$ cat config.mk
export PLATFORM = sky130hd
export DESIGN_NAME = hazard_ctrl
export DESIGN_NICKNAME = d
export VERILOG_FILES = /design/src/rtl/hazard_ctrl.sv
export SDC_FILE = /design/constraint.sdc
export NUM_CORES = 1
export LEC_CHECK = 0
export ABC_AREA = 1
export CORE_ASPECT_RATIO = 0.5
export CORE_MARGIN = 2
export CORE_UTILIZATION = 39
export DETAILED_ROUTE_END_ITERATION = 10
export PLACE_DENSITY = 0.93
export SYNTH_ARGS = -nofsm -noshare
export SYNTH_HDL_FRONTEND = slang
export SYNTH_SLANG_ARGS = --single-unit
$ cat constraint.sdc
create_clock -name clk -period 1.8 [get_ports clk]
set_clock_uncertainty 0.15 [all_clocks]
set_input_delay 0.36 -clock clk [delete_from_list [all_inputs] [get_ports clk]]
set_output_delay 0.36 -clock clk [all_outputs]
set_load 0.01 [all_outputs]
$ cat src/rtl/hazard_ctrl.sv
// Hazard/stall sequencer for the RV32I 5-stage pipeline: load-use bubbles, redirect flushes,
// data-memory wait freeze with timeout. Optional perf counters under `HAZARD_PERF_CNT_EN`.
module hazard_ctrl #(
    parameter int MEM_TIMEOUT = 64,
    parameter int CNT_W       = 32
) (
    input  logic             clk,
    input  logic             rst,
    input  logic             idex_memread,
    input  logic [4:0]       idex_rd,
    input  logic [4:0]       ifid_rs1,
    input  logic [4:0]       ifid_rs2,
    input  logic             ifid_use_rs1,
    input  logic             ifid_use_rs2,
    input  logic             ex_redirect,
    input  logic             dmem_req,
    input  logic             dmem_ready,
    output logic             pc_write,
    output logic             ifid_write,
    output logic             ifid_flush,
    output logic             idex_flush,
    output logic             pipe_freeze,
    output logic             mem_timeout,
    output logic [1:0]       hz_state,
    output logic [CNT_W-1:0] stall_cycles,
    output logic [CNT_W-1:0] flush_count
);

    typedef enum logic [1:0] {
        RUN      = 2'd0,
        MEM_WAIT = 2'd1
    } hz_state_t;

    localparam logic [15:0] TIMEOUT_MAX  = 16'(MEM_TIMEOUT);
    localparam logic [15:0] TIMEOUT_LAST = 16'(MEM_TIMEOUT - 1);

    hz_state_t   state_q, state_d;
    logic [15:0] wait_cnt_q, wait_cnt_d;
    logic        mem_timeout_q, mem_timeout_d;

    logic        load_use;
    logic        mem_busy;
    logic        redirect_flush;

    always_comb begin
        load_use = idex_memread && (idex_rd != 5'd0) &&
                   ((ifid_use_rs1 && (ifid_rs1 == idex_rd)) ||
                    (ifid_use_rs2 && (ifid_rs2 == idex_rd)));
        mem_busy = dmem_req && !dmem_ready;
    end

    // Memory wait freezes everything; EX stays held, so a pending redirect or
    // load-use is simply re-evaluated on the cycle the freeze releases.
    always_comb begin
        pc_write       = 1'b1;
        ifid_write     = 1'b1;
        ifid_flush     = 1'b0;
        idex_flush     = 1'b0;
        pipe_freeze    = 1'b0;
        redirect_flush = 1'b0;
        if (rst) begin
            pc_write   = 1'b0;
            ifid_write = 1'b0;
            ifid_flush = 1'b1;
            idex_flush = 1'b1;
        end else if (mem_busy) begin
            pipe_freeze = 1'b1;
            pc_write    = 1'b0;
            ifid_write  = 1'b0;
        end else if (ex_redirect) begin
            ifid_flush     = 1'b1;
            idex_flush     = 1'b1;
            redirect_flush = 1'b1;
        end else if (load_use) begin
            pc_write   = 1'b0;
            ifid_write = 1'b0;
            idex_flush = 1'b1;
        end
    end

    always_comb begin
        state_d       = state_q;
        wait_cnt_d    = wait_cnt_q;
        mem_timeout_d = mem_timeout_q;
        case (state_q)
            RUN: begin
                wait_cnt_d = 16'd0;
                if (mem_busy) begin
                    state_d = MEM_WAIT;
                end
            end
            MEM_WAIT: begin
                if (wait_cnt_q != TIMEOUT_MAX) begin
                    wait_cnt_d = wait_cnt_q + 16'd1;
                end
                if (!mem_busy) begin
                    state_d = RUN;
                end
            end
            default: begin
                state_d    = RUN;
                wait_cnt_d = 16'd0;
            end
        endcase
        if (mem_busy && (wait_cnt_q == TIMEOUT_LAST)) begin
            mem_timeout_d = 1'b1;
        end
    end

    always_ff @(posedge clk) begin
        if (rst) begin
            state_q       <= RUN;
            wait_cnt_q    <= 16'd0;
            mem_timeout_q <= 1'b0;
        end else begin
            state_q       <= state_d;
            wait_cnt_q    <= wait_cnt_d;
            mem_timeout_q <= mem_timeout_d;
        end
    end

    assign mem_timeout = mem_timeout_q;
    assign hz_state    = state_q;

`ifdef HAZARD_PERF_CNT_EN
    logic [CNT_W-1:0] stall_cycles_q, stall_cycles_d;
    logic [CNT_W-1:0] flush_count_q, flush_count_d;

    // Both counters stick at all-ones rather than wrapping.
    always_comb begin
        stall_cycles_d = stall_cycles_q;
        flush_count_d  = flush_count_q;
        if (!pc_write && (stall_cycles_q != {CNT_W{1'b1}})) begin
            stall_cycles_d = stall_cycles_q + 1'b1;
        end
        if (redirect_flush && (flush_count_q != {CNT_W{1'b1}})) begin
            flush_count_d = flush_count_q + 1'b1;
        end
    end

    always_ff @(posedge clk) begin
        if (rst) begin
            stall_cycles_q <= '0;
            flush_count_q  <= '0;
        end else begin
            stall_cycles_q <= stall_cycles_d;
            flush_count_q  <= flush_count_d;
        end
    end

    assign stall_cycles = stall_cycles_q;
    assign flush_count  = flush_count_q;
`else
    logic unused_perf;
    assign unused_perf  = redirect_flush;
    assign stall_cycles = '0;
    assign flush_count  = '0;
`endif

endmodule

; ---- After elaboration in Yosys (flattened, before gate mapping)
; Index checks and enable logic that the tools add are counted.
[word_totals]
ff_bits = 19
latch_bits = 0
ram_bits = 0
rom_bits = 0
input_bits = 23
output_inout_bits = 72
word_cells = 40
n_memories = 0
[op_classes]
n_addsub = 1
mul = 0
div = 0
magnitude_cmp = 0
eq_ne = 7
shifts = 0
muxes = 16
bitwise_logic = 1
reduce_logical = 12
[ops]
columns = operator, count
row1 = "adder 16 x 1 -> 16 bit, second input constant", 1
row2 = "== test 16 x 6 -> 1 bit, second input constant", 1
row3 = "inequality test 16 x 7 -> 1 bit, second input constant", 1
row4 = two-way mux 1 bit, 13
row5 = == test 5 bit, 2
row6 = logical AND 1 bit, 6
row7 = nonzero test 5 bit, 1
row8 = two-way mux 2 bit, 2
row9 = "inequality test 2 bit, second input constant", 2
row10 = case mux 2 bit (2 select lines), 1
row11 = "== test 2 x 1 -> 1 bit, second input constant", 1
row12 = logical NOT 2 bit, 1
row13 = AND reduction 2 bit, 1
row14 = OR reduction 2 bit, 1
row15 = logical NOT 1 bit, 1
row16 = logical OR 1 bit, 1
row17 = inverter 1 bit, 1

; ---- Depth between registers and ports, before layout
; Gate-level depths: netlist of run 1.
[logic_depth]
ltp_word = 8
mapped_depth = 10
ltp_nobuf = 9

; ---- Worst setup path before layout of run 1
; OpenSTA, ideal clock, no wires.
[synth_path]
kind = input to output
startpoint = input port idex_rd[2]
endpoint = output port pc_write
arrival_ns = 1.076
required_ns = 1.290
slack_ns = 0.214
path_stages = 8
n_path_buf = 1
path_cell_list = inv_1 -> nand4_1 -> o21ai_0 -> inv_1 -> nand3_1 -> nand2_1 -> inv_1 -> buf_4
[synth_between]
elab_chain_cells = 8
word_cells_on_any_way = 12
cone_classes = eq/ne (2) / mux (4) / reduce/logical (6)
[synth_rtl]
columns = item, line_no
row1 = from (decl), 10  ; input logic [4:0] idex_rd,
row2 = "== test 5 bit, on equally long branches", "47, 48"
row3 = "logical AND 1 bit, on equally long branches", "47, 48"
row4 = logical OR 1 bit, 47  ; ((ifid_use_rs1 && (ifid_rs1 == idex_rd)) ||
row5 = logical AND 1 bit (*), 46  ; load_use = idex_memread && (idex_rd != 5'd0) &&
row6 = two-way mux 1 bit (*) (4 in a row), --
row7 = to (decl), 18  ; output logic pc_write,
; Mark *: on every way between the ends. The rest lies on a longest branch, timed or not.

; ---- Final worst setup path of run 1
[layout_path]
startpoint = input port ex_redirect
endpoint = output port pc_write
[layout_between]
elab_chain_cells = 3
[layout_rtl]
columns = item, line_no
row1 = from (decl), 15  ; input logic ex_redirect,
row2 = two-way mux 1 bit, 70  ; end else if (ex_redirect) begin
row3 = two-way mux 1 bit, 66  ; end else if (mem_busy) begin
row4 = two-way mux 1 bit, 61  ; if (rst) begin
; Every way passes these cells.

==> reports/results.txt, run 1 <==
Final setup violation count - 0
Initial core utilization - 41.70%
First-pass GRT wire length - 5085 um
Grt ovf - 0
Fin Setup TNS - 0 ns
Int Pwr - 664.3 uW
Tmin final - 1.702 ns
Drt initial violations - 42
Sw Ratio - 29.17%
Antenna violations before repair - 0
Leakage - 0.0009979 uW
Clock Power Share - 36.2%
Min Hold Slack - 0.3110 ns
Detailed-route via count - 1,467
Final ANT Viol Nets - 0
Critical Path Fanout Max - 2
Synth-to-Final Area Change - 11.63%
Avg WL per Cell - 8.963 um
IO Pins - 95
WP data required - 1.29 ns
Critical Path End Type - output pin
Overall Power - 937.9 uW
Hold Crit Class - register to register
Max Cap Violations - 0
Layout cells sized above 1 - 20.74%
Net Sw Power - 273.6 uW
CP Launch Type - input pin
Deepest clock path buffer count - 2
Drt first pass iters - 4
Commonest non-fill, non-tap cell in the layout - conb_1
Unique masters post-synth - 23
Post-synthesis register bit count - 18
Largest net degree at the start of global routing - 11
CTS tree - built
CTS Hold Buffers Added - 0
Pwr per Cell Area - 500.7 nW/um2
Clock latency on the worst-skew pair - 0.26 ns
CP Buf/Inv Count - 4
Max stage delay on crit path - 0.47 ns
Die Height - 50.38 um
Num CTS Buffers - 3
Critical Path, Cell by Cell - clkdlybuf4s50_1 -> inv_1 -> nand3_2 -> nand2_2 -> inv_2 -> buf_6
Chip width - 96.76 um
Clock transition at path regs - 0.07 ns
Core area - 4024 um2
Synth Cell Area - 1678 um2
Worst path top cell family by delay - buffers and inverters
Critical path class - input pin to output pin
Final Max Slew Viols - 0
Via/cell ratio - 4.156
Critical Path Slowest Stage Cell - clkdlybuf4s50_1
Status - complete, no violations
Sequential share of power - 42.7%
# rows - 16
Routability cong. - 0.8076
Antenna diode count - 0
Clock tree sinks - 18
Post-Synthesis Cells - 260
Setup WS post-layout - 0.09789 ns
Fin nets - 325
F_max - 0.5875 GHz
Commonest non-fill, non-tap cells in the layout - 65 x conb_1, 46 x nand2_1, 32 x inv_1
FILL cells - 419
Maximum vdd drop - 0.0001934 V
Root Buffer - clkbuf_8
Tcrit/Tclk final - 94.56%
Drc violations - 0
Gr usage total - 12.45%
I/O Buffers - 29
Synthesis Warnings - 0
Vias in the first global route - 1,236
Mean Syn Cell Area - 6.453 um2
Critical path arrival - 1.19 ns
Logic gate share of total power - 21.1%
Seq/Total Area, Yosys - 21.48%
Setup Slack @ Placement - -0.7176 ns
Final WL - 3164 um
Post-DP HPWL - 2421 um
Die ar. - 4875 um2
Final hold violation count - 0
H-tree depth - 1
[cell families after synthesis]
family          share of synthesized area (%)
simple gates                            29.31
compound gates                          8.053
other cells                            0.2235
xor+xnor                               0.5221
buf+inv                                 38.93
fa+ha+maj                               1.491
flops                                   21.48
[registers in the layout (all words and copies together), names as in the netlist]
name and flops:
wait_cnt_q 16, hz_state 1, mem_timeout 1
[worst min-delay path, cell delays in order, from the launching register on]
cell and delay [ns]:
dfxtp_1 0.32, inv_1 0.05, a21oi_1 0.06
[area by class of cell]
cell class	instances	area [um2]	share of cell area (%)
clock buffers	4	55.05	2.939
inverters	42	162.7	8.684
multi-input cells	198	934.6	49.90
flip-flops and latches	18	360.3	19.24
well taps	54	67.56	3.607
repair buffers	37	292.8	15.63
[timing repair]
action | in CTS | in global routing
resized for setup | 76 | 34
hold endpoints to repair | 0 | 0
setup endpoints to repair | 5 | 4
buffers inserted | 2 | 0
pin swaps | 19 | 13
[synthesized netlist by cell type]
library cell,count,area (um2)
nor2_2,2,12.51
o21a_1,2,15.01
inv_2,3,11.26
dfxtp_1,18,360.4
nand2_1,51,191.4
o21ai_0,7,35.03
nand3_1,12,60.06
ha_1,2,25.02
nor3_1,3,15.01
inv_1,39,146.4
buf_4,66,495.5
nor3_4,1,16.27
nor2_8,1,20.02
a21oi_1,16,80.08
nand2_4,1,11.26
o21ai_1,1,5.000
nand3_2,1,10.01
nand2_2,2,12.51
xor2_1,1,8.760
conb_1,1,3.750
nor2_1,22,82.58
nor2_4,2,22.52
nand4_1,6,37.54
[final timing paths]
check	end	from	cells past startpoint	slack, ns
worst max-delay path	pc_write	ex_redirect	6	0.1
worst min-delay path	mem_timeout$_SDFFE_PP0P_	mem_timeout$_SDFFE_PP0P_	2	0.31
worst max register to register	wait_cnt_q[8]$_SDFFE_PP0P_	wait_cnt_q[1]$_SDFFE_PP0P_	6	0.16
worst min register to register	mem_timeout$_SDFFE_PP0P_	mem_timeout$_SDFFE_PP0P_	2	0.31
[stage by stage]
| stage | util (%) | instances | area, um2 |
|---|---|---|---|
| floorplan | - | 324 | 1918 |
| global placement | 45.37 | 347 | 1826 |
| detailed placement | 45.37 | 347 | 1826 |
| CTS | 46.46 | 353 | 1869 |
| global route | 46.55 | 353 | 1873 |
| finish | 46.55 | 353 | 1873 |
[per-layer routing]
metal / up-vias / global-route usage, % / wire length [um]
li1: 746 / - / -
met1: 645 / 14.07 / 1341
met2: 63 / 23.84 / 1556
met3: 13 / 2.089 / 188
met4: 0 / 4.930 / 78
met5: - / 0 / 0
[power groups by stage]
stage	Clock, uW	Sequential (uW)	Combinational (uW)
final	340	401	198
after global routing	363	401	220
after CTS	346	401	186
after detailed placement	0	410	196
after global placement	0	410	194
after floorplan	0	410	216
(Power assumes the default switching activity.)
==> run 2, diff against run 1 <==
--- a/config.mk
+++ b/config.mk
@@ -11,6 +11,8 @@
 export CORE_UTILIZATION = 39
 export DETAILED_ROUTE_END_ITERATION = 10
 export PLACE_DENSITY = 0.93
+export SETUP_SLACK_MARGIN = 0.2
+export SKIP_CTS_REPAIR_TIMING = 1
 export SYNTH_ARGS = -nofsm -noshare
 export SYNTH_HDL_FRONTEND = slang
 export SYNTH_SLANG_ARGS = --single-unit
==> reports/results.txt, run 2 (synthesized netlist as in run 1, its figures left out) <==
Status - complete, no violations
Area of the multi-input gates - 944.7 um2 (+1.1%)
Synth-to-Final Area Change - 17.38%
Worst flop-to-flop path endpoint - wait_cnt_q[14]$_SDFFE_PP0P_
Setup Slack @ Placement - -0.7176 ns (unchanged)
Clock tree sinks - 18 (unchanged)
Critical Path Fanout Max - 3 (+1)
Grt ovf - 0 (unchanged)
Critical path arrival - 1.16 ns (-0.03 ns)
Num CTS Buffers - 3 (unchanged)
Max reg flops - 16 (unchanged)
First-pass GRT wire length - 4919 um (-3.3%)
Min Hold Slack - 0.2985 ns (-0.01256 ns)
Drt initial violations - 33 (-21%)
Drc violations - 0 (unchanged)
Core area - 4024 um2 (unchanged)
Fin nets - 326 (+0.31%)
Final WL - 3194 um (+0.95%)
Hold Path Stages - 2 (unchanged)
Hold EP - mem_timeout$_SDFFE_PP0P_
Deepest clock path buffer count - 2 (unchanged)
Final hold violation count - 0 (unchanged)
Via/cell ratio - 4.147 (-0.21%)
Tmin final - 1.670 ns (-0.03179 ns)
Hold Crit Class - register to register
Max Cap Violations - 0 (unchanged)
# rows - 16 (unchanged)
Antenna violations before repair - 0 (unchanged)
WP data required - 1.29 ns (about the same)
Register area - 362.8 um2 (+0.69%)
Commonest non-fill, non-tap cells in the layout - 65 x conb_1, 44 x nand2_1, 31 x inv_1
Leakage - 0.001113 uW (+11%)
I/O Buffers - 29 (unchanged)
IO Pins - 95 (unchanged)
Largest net degree at the start of global routing - 11 (unchanged)
Critical Path, Cell by Cell - buf_8 -> nand2_2 -> nand2_1 -> nor2_1 -> nand3_1 -> nand2_2 -> nand3_2 -> nand2_2 -> inv_2 -> buf_6
Die ar. - 4875 um2 (unchanged)
Vias in the first global route - 1,206 (-2.4%)
Critical path class - input pin to output pin
Max stage delay on crit path - 0.11 ns (-0.36 ns)
Die Height - 50.38 um (unchanged)
Detailed-route via count - 1,468 (+0.068%)
Worst path top cell family by delay - simple AND/OR/NAND/NOR gates
Post-DP HPWL - 2421 um (unchanged)
Layout cells sized above 1 - 22.00% (+1.3 points)
FILL cells - 396 (-5.5%)
Antenna diode count - 0 (unchanged)
Routability cong. - 0.8076 (unchanged)
CP Buf/Inv Count - 3 (-1)
Crit-path most repeated cell - nand2_2
Maximum vdd drop - 0.0001951 V (+0.87%)
Drt first pass iters - 4 (unchanged)
Critical Path End Type - output pin
Initial core utilization - 41.70% (unchanged)
CTS tree - built
Reg-to-reg startpoint - wait_cnt_q[0]$_SDFFE_PP0P_
Chip width - 96.76 um (unchanged)
Final Max Slew Viols - 0 (unchanged)
CP Launch Type - input pin
Avg WL per Cell - 9.023 um (+0.66%)
Setup WS post-layout - 0.1297 ns (+0.03179 ns)
RSZ-0062 raised after global routing - true
Tcrit/Tclk final - 92.80% (-1.8 points)
Critical Path Slowest Stage Cell - buf_6
Clock latency on the worst-skew pair - 0.26 ns (about the same)
Reg2reg path depth - 8 (+2)
Largest reg by FF count - wait_cnt_q
Final setup violation count - 0 (unchanged)
Commonest non-fill, non-tap cell in the layout - conb_1
R2R Setup Slk - 0.34 ns (+0.18 ns)
Clock transition at path regs - 0.07 ns (about the same)
Pwr per Cell Area - 483.0 nW/um2 (-3.5%)
Gr usage total - 11.96% (-0.49 points)
F_max - 0.5987 GHz (+1.9%)
H-tree depth - 1 (unchanged)
Min-delay src - mem_timeout$_SDFFE_PP0P_
Root Buffer - clkbuf_8
Final ANT Viol Nets - 0 (unchanged)
==> run 2: cell count changes in the layout (fill, tap and decap cells not counted), moves of 3 or more <==
cell | before | now
buf_8 | 0 | 3
clkbuf_2 | 9 | 5
buf_6 | 6 | 9
dlymetal6s2s_1 | 2 | 10
clkdlybuf4s50_1 | 3 | 0
==> run 2: routing by layer <==
layer | global-route usage (%) | vias to the layer above | wire, um
li1 | - | 746 | -
met1 | 13.65 | 655 | 1285
met2 | 23.26 | 61 | 1635
met3 | 2.089 | 6 | 228
met4 | 3.521 | 0 | 44
met5 | 0 | - | 0
==> run 2: worst register-to-register path, cell delays in order, from the launching register on <==
cell	delay, ns
dfxtp_2	0.36
ha_1	0.16
nand2_1	0.11
nor2_4	0.18
nand2_2	0.12
nor2_4	0.11
nand3_1	0.07
nand2_1	0.06
nor2_1	0.03
==> run 2: area by class of cell <==
class | count | area share, %
Clock buffer | 4 | 2.795
Tap cell | 54 | 3.431
Inverter | 42 | 8.386
Multi-Input combinational cell | 198 | 47.97
Timing Repair Buffer | 38 | 19.00
Sequential cell | 18 | 18.42
==> run 2: power breakdown <==
| group | total (uW) | switching, uW | internal, uW |
|---|---|---|---|
| sequential | 401 | 1.08 | 400 |
| clock | 342 | 147 | 195 |
| combinational | 209 | 128 | 80.7 |
==> run 2: through the flow <==
step                      power, uW  area (um2)  instances  TNS [ns]  util [%]
after floorplan               625.7        1918        324         0         -
after global placement        604.3        1826        347    -2.999     45.37
after detailed placement      605.8        1826        347    -3.075     45.37
after CTS                     942.9        1881        351    -3.078     46.74
after global routing          995.7        1969        354         0     48.94
final                         951.3        1969        354         0     48.94
==> run 2: worst max path at each step <==
stage,startpoint,to,slack [ns],cells after the start
CTS,idex_rd[4],idex_flush,-0.72,10
global route,ifid_rs2[3],pc_write,0.02,11
floorplan,idex_rd[2],pc_write,0.21,8
finish,idex_rd[3],pc_write,0.13,10
detailed placement,idex_rd[4],idex_flush,-0.72,10
global placement,idex_rd[3],idex_flush,-0.70,10
==> run 3, diff against run 2 <==
--- a/config.mk
+++ b/config.mk
@@ -10,6 +10,7 @@
 export CORE_MARGIN = 2
 export CORE_UTILIZATION = 39
 export DETAILED_ROUTE_END_ITERATION = 10
+export HOLD_SLACK_MARGIN = 0.02
 export PLACE_DENSITY = 0.93
 export SETUP_SLACK_MARGIN = 0.2
 export SKIP_CTS_REPAIR_TIMING = 1
==> results of run 3 <==
No change in the layout: final DEF, timing and power equal those of run 2.
